[src/rtl/dcache_controller.sv]
// Direct-mapped write-back data cache (8 lines x 4 bytes) with its miss-handling FSM.
// Hits are serviced with no wait cycles; misses write back a dirty victim and then refill the line.
module dcache_controller (
  input  logic        CLK,
  input  logic        RESET,
  input  logic        READ,
  input  logic        WRITE,
  input  logic [7:0]  ADDRESS,
  input  logic [7:0]  WRITEDATA,
  output logic [7:0]  READDATA,
  output logic        BUSYWAIT,
  output logic        MEM_READ,
  output logic        MEM_WRITE,
  output logic [5:0]  MEM_ADDRESS,
  output logic [31:0] MEM_WRITEDATA,
  input  logic [31:0] MEM_READDATA,
  input  logic        MEM_BUSYWAIT
);

  typedef enum logic [1:0] {IDLE, WRITEBACK, FETCH, UPDATE} state_t;

  state_t state, next_state;

  logic [7:0]  valid, dirty;
  logic [2:0]  tag_array  [8];
  logic [31:0] data_array [8];

  logic [5:0]  mem_address_q;
  logic [31:0] mem_writedata_q;

  logic [2:0]  tag, index;
  logic [1:0]  offset;
  logic [31:0] line_data;
  logic        hit, access, write_hit;

  assign tag       = ADDRESS[7:5];
  assign index     = ADDRESS[4:2];
  assign offset    = ADDRESS[1:0];
  assign line_data = data_array[index];
  assign hit       = valid[index] && (tag_array[index] == tag);
  assign access    = READ || WRITE;
  // A simultaneous READ and WRITE is handled as a store.
  assign write_hit = (state == IDLE) && WRITE && hit;

  always_ff @(posedge CLK or negedge RESET) begin
    if (!RESET) state <= IDLE;
    else        state <= next_state;
  end

  always_comb begin
    // NOTE: defaulting every combinational output first keeps this block free of inferred latches.
    next_state = state;
    case (state)
      IDLE:      if (access && !hit) next_state = (valid[index] && dirty[index]) ? WRITEBACK : FETCH;
      WRITEBACK: if (!MEM_BUSYWAIT) next_state = FETCH;
      FETCH:     if (!MEM_BUSYWAIT) next_state = UPDATE;
      UPDATE:    next_state = IDLE;
      default:   next_state = IDLE;
    endcase
  end

  always_comb begin
    MEM_READ      = 1'b0;
    MEM_WRITE     = 1'b0;
    MEM_ADDRESS   = mem_address_q;
    MEM_WRITEDATA = mem_writedata_q;
    case (state)
      WRITEBACK: begin
        MEM_WRITE     = 1'b1;
        MEM_ADDRESS   = {tag_array[index], index};
        MEM_WRITEDATA = line_data;
      end
      FETCH: begin
        MEM_READ    = 1'b1;
        MEM_ADDRESS = ADDRESS[7:2];
      end
      default: ;
    endcase
    BUSYWAIT = access && ((state != IDLE) || !hit);
    READDATA = (READ && hit && (state == IDLE)) ? line_data[{offset, 3'b000} +: 8] : 8'h00;
  end

  // The memory-side address and data keep their last driven value between transfers.
  always_ff @(posedge CLK or negedge RESET) begin
    if (!RESET) begin
      mem_address_q   <= 6'h00;
      mem_writedata_q <= 32'h0;
    end else begin
      mem_address_q   <= MEM_ADDRESS;
      mem_writedata_q <= MEM_WRITEDATA;
    end
  end

  always_ff @(posedge CLK or negedge RESET) begin
    if (!RESET) begin
      valid <= 8'h00;
      dirty <= 8'h00;
    end else if (state == UPDATE) begin
      valid[index] <= 1'b1;
      dirty[index] <= 1'b0;
    end else if (write_hit) begin
      dirty[index] <= 1'b1;
    end
  end

  // NOTE: tag and data arrays carry no reset; cleared valid bits make their contents irrelevant.
  always_ff @(posedge CLK) begin
    if (state == UPDATE) begin
      data_array[index] <= MEM_READDATA;
      tag_array[index]  <= tag;
    end else if (write_hit) begin
      data_array[index][{offset, 3'b000} +: 8] <= WRITEDATA;
    end
  end

endmodule

[config.mk]
export PLATFORM = sky130hd
export DESIGN_NAME = dcache_controller
export DESIGN_NICKNAME = d
export VERILOG_FILES = /design/src/rtl/dcache_controller.sv
export SDC_FILE = /design/constraint.sdc
export NUM_CORES = 1
export LEC_CHECK = 0
export ABC_AREA = 1
export CORE_MARGIN = 2
export CORE_UTILIZATION = 31
export DETAILED_ROUTE_END_ITERATION = 16
export HOLD_SLACK_MARGIN = 0.02
export PLACE_DENSITY_LB_ADDON = 0.08
export SETUP_SLACK_MARGIN = 0.1
export SLEW_MARGIN = 20
export SYNTH_ARGS = -nofsm -noshare
export SYNTH_HDL_FRONTEND = slang
export SYNTH_SLANG_ARGS = --single-unit
[constraint.sdc]
create_clock -name CLK -period 3.7 [get_ports CLK]
set_clock_uncertainty 0.05 [all_clocks]
set_input_delay 0.555 -clock CLK [delete_from_list [all_inputs] [get_ports CLK]]
set_output_delay 0.555 -clock CLK [all_outputs]
set_load 0.005 [all_outputs]
**Word level (Yosys, flattened, before mapping)**

Memory sizes are Yosys's and may differ from the RTL's.
Cells that the tools add are included.

- Bits in registers: 56
- RAM bits: 280
- Bits of input ports: 53
- Output and inout bits: 49
- Logic and storage cells: 127
- Memories kept: 2

- $add $sub $neg: 1
- Order comparisons: 2
- Equality and inequality tests: 7
- Shift operators: 3
- Multiplexer cells: 55
- Bitwise gates (word level): 36
- Reduce and logical (&&, ||, !) cells: 16

Memory list:

| name | words | width | rd ports | clocked after Yosys merged registers in | wr ports | line | RTL |
|---|---|---|---|---|---|---|---|
| data_array | 8 | 32 | 1 | 0 | 1 | 26 | `logic [31:0] data_array [8];` |
| tag_array | 8 | 3 | 1 | 0 | 1 | 25 | `logic [2:0] tag_array [8];` |

Operator list:

| cell | number |
|---|---|
| 32-bit two-way mux | 2 |
| 1-bit two-way mux | 41 |
| 1-bit OR | 32 |
| 8-bit by 7-bit variable shift with 32-bit output (first input constant) | 1 |
| 32-bit by 6-bit indexed part select with 8-bit output | 1 |
| 8-bit by 7-bit indexed part select with 32-bit output | 1 |
| 8-bit two-way mux | 3 |
| 8-bit OR | 2 |
| 6-bit case mux with 2 select lines | 1 |
| 1-bit logical AND | 9 |
| 8-bit AND | 1 |
| 2-bit two-way mux | 4 |
| 8-bit NOT | 1 |
| 2-bit case mux with 4 select lines | 1 |
| 5-bit negation with 7-bit output | 1 |
| 1-bit binary-select mux with 3-bit select | 2 |
| 2-bit == test (second input constant) | 2 |
| 3-bit by 4-bit < comparator with 1-bit output (second input constant) | 1 |
| 2-bit inequality test (second input constant) | 2 |
| 2-bit nonzero test | 2 |
| 1-bit demux with 3-bit select | 1 |
| 3-bit == test | 1 |
| 3-bit by 1-bit greater-or-equal comparator with 1-bit output (second input constant) | 1 |
| 3-bit AND reduction | 1 |
| 5 further kinds | 6 |

**Depth between registers and ports, before layout**

Gate-level depths: netlist (run 1).

- Depth in word-level cells: 8
- Depth in mapped cells: 15
- Depth with buffers taken out: 13

**Worst setup path before layout (run 1)**

OpenSTA, ideal clock, no wires.

- Path type: in2reg
- Start point: in ADDRESS[0]
- End point: mem data_array[0][2] (data pin)
- Setup time: 0.284 ns
- Data arrival time: 2.590 ns
- Required time: 3.366 ns
- Slack: 0.776 ns
- Stages: 10
- Path buffers: 3
- Cells stage by stage: clkbuf_1 clkinv_1 clkbuf_1 ha_1 clkbuf_1 clkinv_1 nand3_1 nor2_1 nand4_1 nand2_1

- Cells in the longest elaborated chain, start to end: 4
- Elaborated cells between the ends (all ways): 5
- Classes of those cells: add/sub (1); shift (2); mux (2)

Ends and longest elaborated chain:

| item | line | RTL |
|---|---|---|
| from (decl) | 8 | `input logic [7:0] ADDRESS,` |
| 5-bit negation with 7-bit output * | 112 | `data_array[index][{offset, 3'b000} +: 8] <= WRITEDATA;` |
| 8-bit by 7-bit variable shift with 32-bit output | 112 |  |
| 32-bit two-way mux (implied by the code) | 112 |  |
| 1-bit two-way mux (no line) * | - |  |
| to (decl) | 26 |  |

Every way passes the cells marked *; elsewhere a longest branch is shown, timed or not.

**Worst setup path in the final report (run 1)**

- Start point: in ADDRESS[4]
- End point: out READDATA[4]

- Cells in the longest elaborated chain, start to end: 6
- Elaborated cells between the ends (all ways): 10
- Classes of those cells: eq/ne (1); shift (1); mux (3); reduce/logical (3); memory (2)

Ends and longest elaborated chain:

| item | line | RTL |
|---|---|---|
| parallel branches: the longest is 5 deep, another holds memory 8 x 32 bit | - |  |
| 8-bit two-way mux * | 80 | `READDATA = (READ && hit && (state == IDLE)) ? line_data[{offset, 3'b000} +: 8] : 8'h00;` |
| to (decl) | 10 | `output logic [7:0] READDATA,` |

Every way passes the cells marked *. The select of a mux whose other input is x is not followed.

==> flow_summary.yaml, run 1 <==
clock_tree:
  ctsHoldBuffers: 0
  clock-sinks: 336
  clockBufferDepth: 3
  path_clk_slew_ns: 0.06
  worstSkewPairLatency_ns: 0.56
  cts_tree: "done"
  cts_root_buf: "clkbuf_16"
  cts_inserted_buffers: 40
  htreeDepth: 2
timing:
  setup_violations: 0
  rsz0062_at_grt: "yes"
  tightest_slew_ns: 0.951
  hold_violations: 0
  drv_slew: 0
  whs_ns: 0.0715
  period_needed_ns: 3.55
  fin_crit_sh_pct: 95.9
  max_freq_mhz: 282
  slew_headroom_pct: 36.6
yosys:
  ys_types: 40
  syn_area_per_cell_um2: 10.9
  synth-edff-count: 280
  synthesis.area_um2: 14500
  ys.flop_type: "edfxtp_1"
  synth-seq-cells: 336
  yosysSeqAreaShare_pct: 67.5
  synth_cells: 1338
  async_reset_ff_share_pct: 16.7
  syn_nets: 1400
  ys_warn_count: 0
floorplanning:
  die_h_um: 220
  start_util_pct: 31.3
  core_um2: 46400
  row_count: 79
  ios: 102
  dieArea_um2: 48600
  die_w_um: 220
power_and_ir_drop:
  p_leak_nw: 7.77
  ir_drop_mv: 0.334
  p_per_area_nw_per_um2: 587
finish:
  antennaDiodeCount: 0
  nets: 1653
  multi_input_area_um2: 4220
  mostFrequentLayoutCells: "nand2_1 (385), edfxtp_1 (280), buf_4 (149)"
  final_common_cell: "nand2_1"
  area_growth_pct: 32.2
  fillers: 4456
  utilization_pct: 41.4
  seq_area_um2: 9810
  drive_gt1_share_pct: 19.2
  stdcell_area_um2: 19200
worst_setup_path:
  critPathMaxFanout: 10
  critPathRequiredTime_ns: 3.09
  r2r-end: "data_array[5][31]"
  timing.critical_path.cells: "clkdlybuf4s50_1, buf_6, buf_4, nand2_2, nor2_4, buf_12, buf_4, nand2_1, and2_1, nand2_1, a21oi_1, nand3_1, buf_4, nand3_1, a21oi_2, dlygate4sd2_1"
  crit_path_end_kind: "output pin"
  r2r_start: "tag_array[6][0]"
  rr_worst_depth: 11
  startpoint_type: "input port"
  max_stage_delay_ns: 0.48
  critPathTopFamily: "buffers and inverters"
  rrSetupSlack_ns: 1.24
  slowest_stage: "clkdlybuf4s50_1"
  path_buf_inv: 7
  cp_data_arrival_time_ns: 2.94
  crit_top_cell: "buf_4"
  path_class: "input port to output pin"
route:
  routed_via_density: 4.83
  drc: 0
  dr.pass1.iters: 7
  vias: 10800
  drt-total-wl_mm: 49.0
  drtIter0Drc: 981
  ant_nets: 0
  wl_per_cell_um: 22.0
status:
  status: "finished clean"
place:
  port_buffers: 101
  dpl-instance-area_um2: 17500
  dp_hpwl_mm: 34.9
  gp_congestion: 0.857
grt:
  grt_pass1_wl_mm: 71.7
  grt_max_degree: 59
  grt_pass1_vias: 10700
  antenna_found_initial: 0
  track_usage_pct: 20.7
  overflow: 0
worst_hold_path:
  hold_class: "input port to asynchronous set/reset pin"
run:
  maxCapViolCount: 0
## how the worst max path moves through the flow
stage               cells past startpoint        from               end  slack (ns)
detailed placement                     16  ADDRESS[3]       READDATA[2]       -0.16
global placement                       16  ADDRESS[3]       READDATA[2]       -0.18
finish                                 16  ADDRESS[4]       READDATA[4]        0.15
floorplan                              10  ADDRESS[0]  data_array[0][2]        0.78
CTS                                    16  ADDRESS[3]       READDATA[6]        0.01
global route                           16  ADDRESS[3]       READDATA[4]        0.03
## layout make-up
| class | count | area share [%] |
|---|---|---|
| Multi-Input combinational cell | 848 | 22.0 |
| Clock inverter | 20 | 1.44 |
| Sequential cell | 336 | 51.1 |
| Clock buffer | 54 | 5.70 |
| Inverter | 85 | 1.73 |
| Tap cell | 607 | 3.95 |
| Timing Repair Buffer | 280 | 14.1 |
## flip-flops by register name, summed over array words and instances, names as in the netlist, named ones only
register	cells
data_array	256
mem_writedata_q	32
tag_array	24
valid	8
mem_address_q	6
state	2
## per-stage QoR
step,TNS [ns],instances,power [mW],setup slack [ns]
after detailed placement,-0.916,2138,7.21,-0.157
after floorplan,0,1338,5.74,0.776
final,0,2230,11.3,0.153
after global routing,0,2230,11.8,0.0323
after CTS,0,2218,11.4,0.0137
after global placement,-0.963,2138,7.21,-0.178
## report_power, final
part	total [mW]	leakage, nW	internal, mW	switching, mW
sequential	4.62	3.18	4.52	0.105
combinational	2.52	3.92	1.08	1.44
clock	4.13	0.672	2.57	1.56
total	11.3	7.77	8.16	3.11
## cells by family after synthesis
kind of cell,Yosys count,synth area share (%)
AND/OR/NAND/NOR,648,19.3
flip-flops,336,67.5
AO/OA/AOI/OAI,191,7.72
buffers and inverters,154,4.64
adder cells (fa/ha/maj),9,0.775
## layer usage
layer	vias up	global-route usage, %	routed length [um]
met4	0	6.49	1290
met3	63	3.04	2170
met2	269	32.9	22300
li1	5155	-	-
met5	-	0	0
met1	5284	29.2	23200
## synth_stat cells, types with 4 or more instances
master	count	share of area, %
a21oi_1	71	2.4
a21oi_2	5	0.30
a22o_1	22	1.3
a22oi_1	4	0.21
a31oi_1	25	1.1
buf_1	4	0.10
buf_2	18	0.62
buf_4	5	0.26
buf_6	7	0.54
clkbuf_1	35	0.90
dfrtp_1	56	9.6
edfxtp_1	280	58
ha_1	9	0.78
inv_1	77	2.0
inv_2	4	0.10
nand2_1	392	10
nand3_1	64	2.2
nand4_1	41	1.8
nand4_4	4	0.59
nor2_1	111	2.9
nor2_2	4	0.17
nor3_1	10	0.34
o21ai_0	40	1.4
o21ai_1	13	0.45
o22ai_1	5	0.22
or2_2	6	0.26
## what timing repair did
action,CTS,global route
gates resized for setup,50,38
pin swaps,6,11
endpoints found under the hold margin,0,0
cloned,0,0
buffers inserted,6,12
endpoints found under the setup margin,27,26
(Power assumes the default switching activity.)
==> run 2: changes to the inputs <==
Settings changed: PLACE_DENSITY_LB_ADDON 0.08 to default.
==> run 2 against run 1 <==
Clock power shrank 9.2%; register-to-register slack worse by 0.21 ns; non-clock buffer count increased by 8; critical path depth is 2 lower; sequential share of layout area down 0.35 points; utilization increased by 0.29 points; global-route usage fell by 1.4 points; final area grew 0.70%.
==> flow_summary.yaml, run 2 (synthesized netlist as in run 1, its figures left out) <==
power_and_ir_drop:
  p_int_mw: 7.86
  p_per_area_nw_per_um2: 566
  clockPowerShare_pct: 34.3
  ir_drop_mv: 0.523
  combinationalPowerShare_pct: 23.4
  p_sw_mw: 3.08
  p_leak_nw: 7.74
  seq_power_share_pct: 42.3
  switching_share_pct: 28.2
finish:
  drive_gt1_share_pct: 21.5
  finalNonFillerCells: 2234
  largestRegisters: "data_array (256), mem_writedata_q (32), tag_array (24)"
  largest_reg_flops: 256
  mostFrequentLayoutCells: "nand2_1 (380), edfxtp_1 (280), buf_4 (152)"
  stdcell_area_um2: 19300
  nets: 1659
  area_growth_pct: 33.2
  final_common_cell: "nand2_1"
  top_register: "data_array"
timing:
  hold_violations: 0
  layout_setup_ws_ns: 0.129
  fin_crit_sh_pct: 96.5
  slew_headroom_pct: 32.6
  drv_slew: 0
  setup_violations: 0
  rsz0062_at_grt: "yes"
  max_freq_mhz: 280
  tightest_slew_ns: 1.01
  period_needed_ns: 3.57
  finalSetupTns_ns: 0
worst_setup_path:
  crit_path_end_kind: "output pin"
  max_stage_delay_ns: 0.53
  critPathTopFamily: "buffers and inverters"
  timing.critical_path.cells: "clkdlybuf4s50_1, buf_6, buf_6, nand2_4, nor2_4, buf_4, buf_12, buf_16, nand2_1, nand4_1, inv_2, buf_4, o21ai_2, clkdlybuf4s50_1"
  startpoint_type: "input port"
  critPathMaxFanout: 6
  critPathRequiredTime_ns: 3.09
  path_class: "input port to output pin"
  cp_data_arrival_time_ns: 2.97
  path_buf_inv: 9
  slowest_stage: "clkdlybuf4s50_1"
clock_tree:
  clockBufferDepth: 3
  cts_tree: "done"
  htreeDepth: 2
  path_clk_slew_ns: 0.06
  cts_inserted_buffers: 38
  worstSkewPairLatency_ns: 0.55
  clock-sinks: 336
  cts_root_buf: "clkbuf_16"
floorplanning:
  start_util_pct: 31.3
  ios: 102
  die_h_um: 220
  core_um2: 46400
  die_w_um: 220
  dieArea_um2: 48600
  row_count: 79
route:
  met1Wirelength_mm: 20.1
  dr.pass1.iters: 5
  ant_nets: 0
  dr.max_layer_used: "met4"
  routed_via_density: 4.98
  vias: 11100
  drtIter0Drc: 1235
  wl_met2_mm: 20.4
  route.met3.wl_mm: 5.11
  drt-total-wl_mm: 46.9
  wl_per_cell_um: 21.0
  drc: 0
grt:
  overflow: 0
  grt_max_degree: 59
  track_usage_pct: 19.3
  grt_pass1_vias: 11100
  grt_pass1_wl_mm: 68.5
  antenna_found_initial: 1
place:
  port_buffers: 101
  dp_hpwl_mm: 32.8
  dpl-instance-area_um2: 17500
  pre_cts_ws_ns: -0.171
  dp_cells: 2146
  gp_congestion: 0.916
run:
  maxCapViolCount: 0
worst_hold_path:
  hold_class: "flop to flop"
status:
  status: "finished clean"
## run 2: area by class of cell
class	instances	area (um2)
flip-flops and latches	336	9810
well taps	607	759
fillers	4384	27000
clock buffers	54	1100
repair buffers	288	2800
diodes	1	2.50
clock inverters	15	150
multi-input cells	848	4390
inverters	85	327
## run 2: through the flow
stage / util [%] / power [mW] / hold slack [ns]
after floorplan: - / 5.74 / 0.209
after global placement: 37.7 / 7.15 / 0.390
after detailed placement: 37.7 / 7.17 / 0.394
after CTS: 41.1 / 10.9 / 0.185
after global routing: 41.7 / 11.4 / 0.437
final: 41.7 / 10.9 / 0.406
## run 2: path summary, 6_finish.rpt
| path | start | endpoint | slack, ns | depth (start not counted) |
|---|---|---|---|---|
| max in group asynchronous | RESET | mem_writedata_q[18] | 2.32 | 3 |
| hold reg to reg | valid[2] | valid[2] | 0.41 | 2 |
| hold / removal | valid[2] | valid[2] | 0.41 | 2 |
| setup reg to reg | tag_array[2][2] | data_array[5][6] | 1.03 | 15 |
| min in group asynchronous | RESET | mem_writedata_q[13] | 0.51 | 2 |
| setup / recovery | ADDRESS[3] | MEM_WRITEDATA[22] | 0.13 | 14 |
## run 2: repair_timing
action / 4_1_cts / 5_1_grt
gates cloned: 2 / 0
setup buffers: 7 / 8
pin swaps: 10 / 16
hold endpoints to repair: 0 / 1
hold buffers: 0 / 1
setup endpoints to repair: 21 / 27
gates resized for setup: 65 / 64
## run 2: routing by layer
| metal | vias up | track usage (%) |
|---|---|---|
| li1 | 5154 | - |
| met1 | 5372 | 26.1 |
| met2 | 505 | 29.1 |
| met3 | 85 | 6.58 |
| met4 | 0 | 5.82 |
| met5 | - | 0 |
## run 2: power by group through the flow
stage	Combinational (mW)	Sequential, mW	Clock, mW
after global placement	2.45	4.69	0
final	2.56	4.63	3.75
after detailed placement	2.47	4.70	0
after global routing	2.78	4.66	3.95
after floorplan	1.06	4.67	0
after CTS	2.51	4.63	3.80
## run 2: worst reg2reg max path: stages, from the launching register on
cell and delay (ns):
edfxtp_1 0.37, inv_1 0.07, nand2_1 0.07, nand3_2 0.08, nand2_1 0.06, inv_1 0.09, nand2_1 0.08, nand2_1 0.11
nand2_4 0.08, nor2_8 0.12, buf_4 0.12, buf_4 0.23, nand4_4 0.26, buf_4 0.27, nand2_1 0.06, nand2_1 0.23
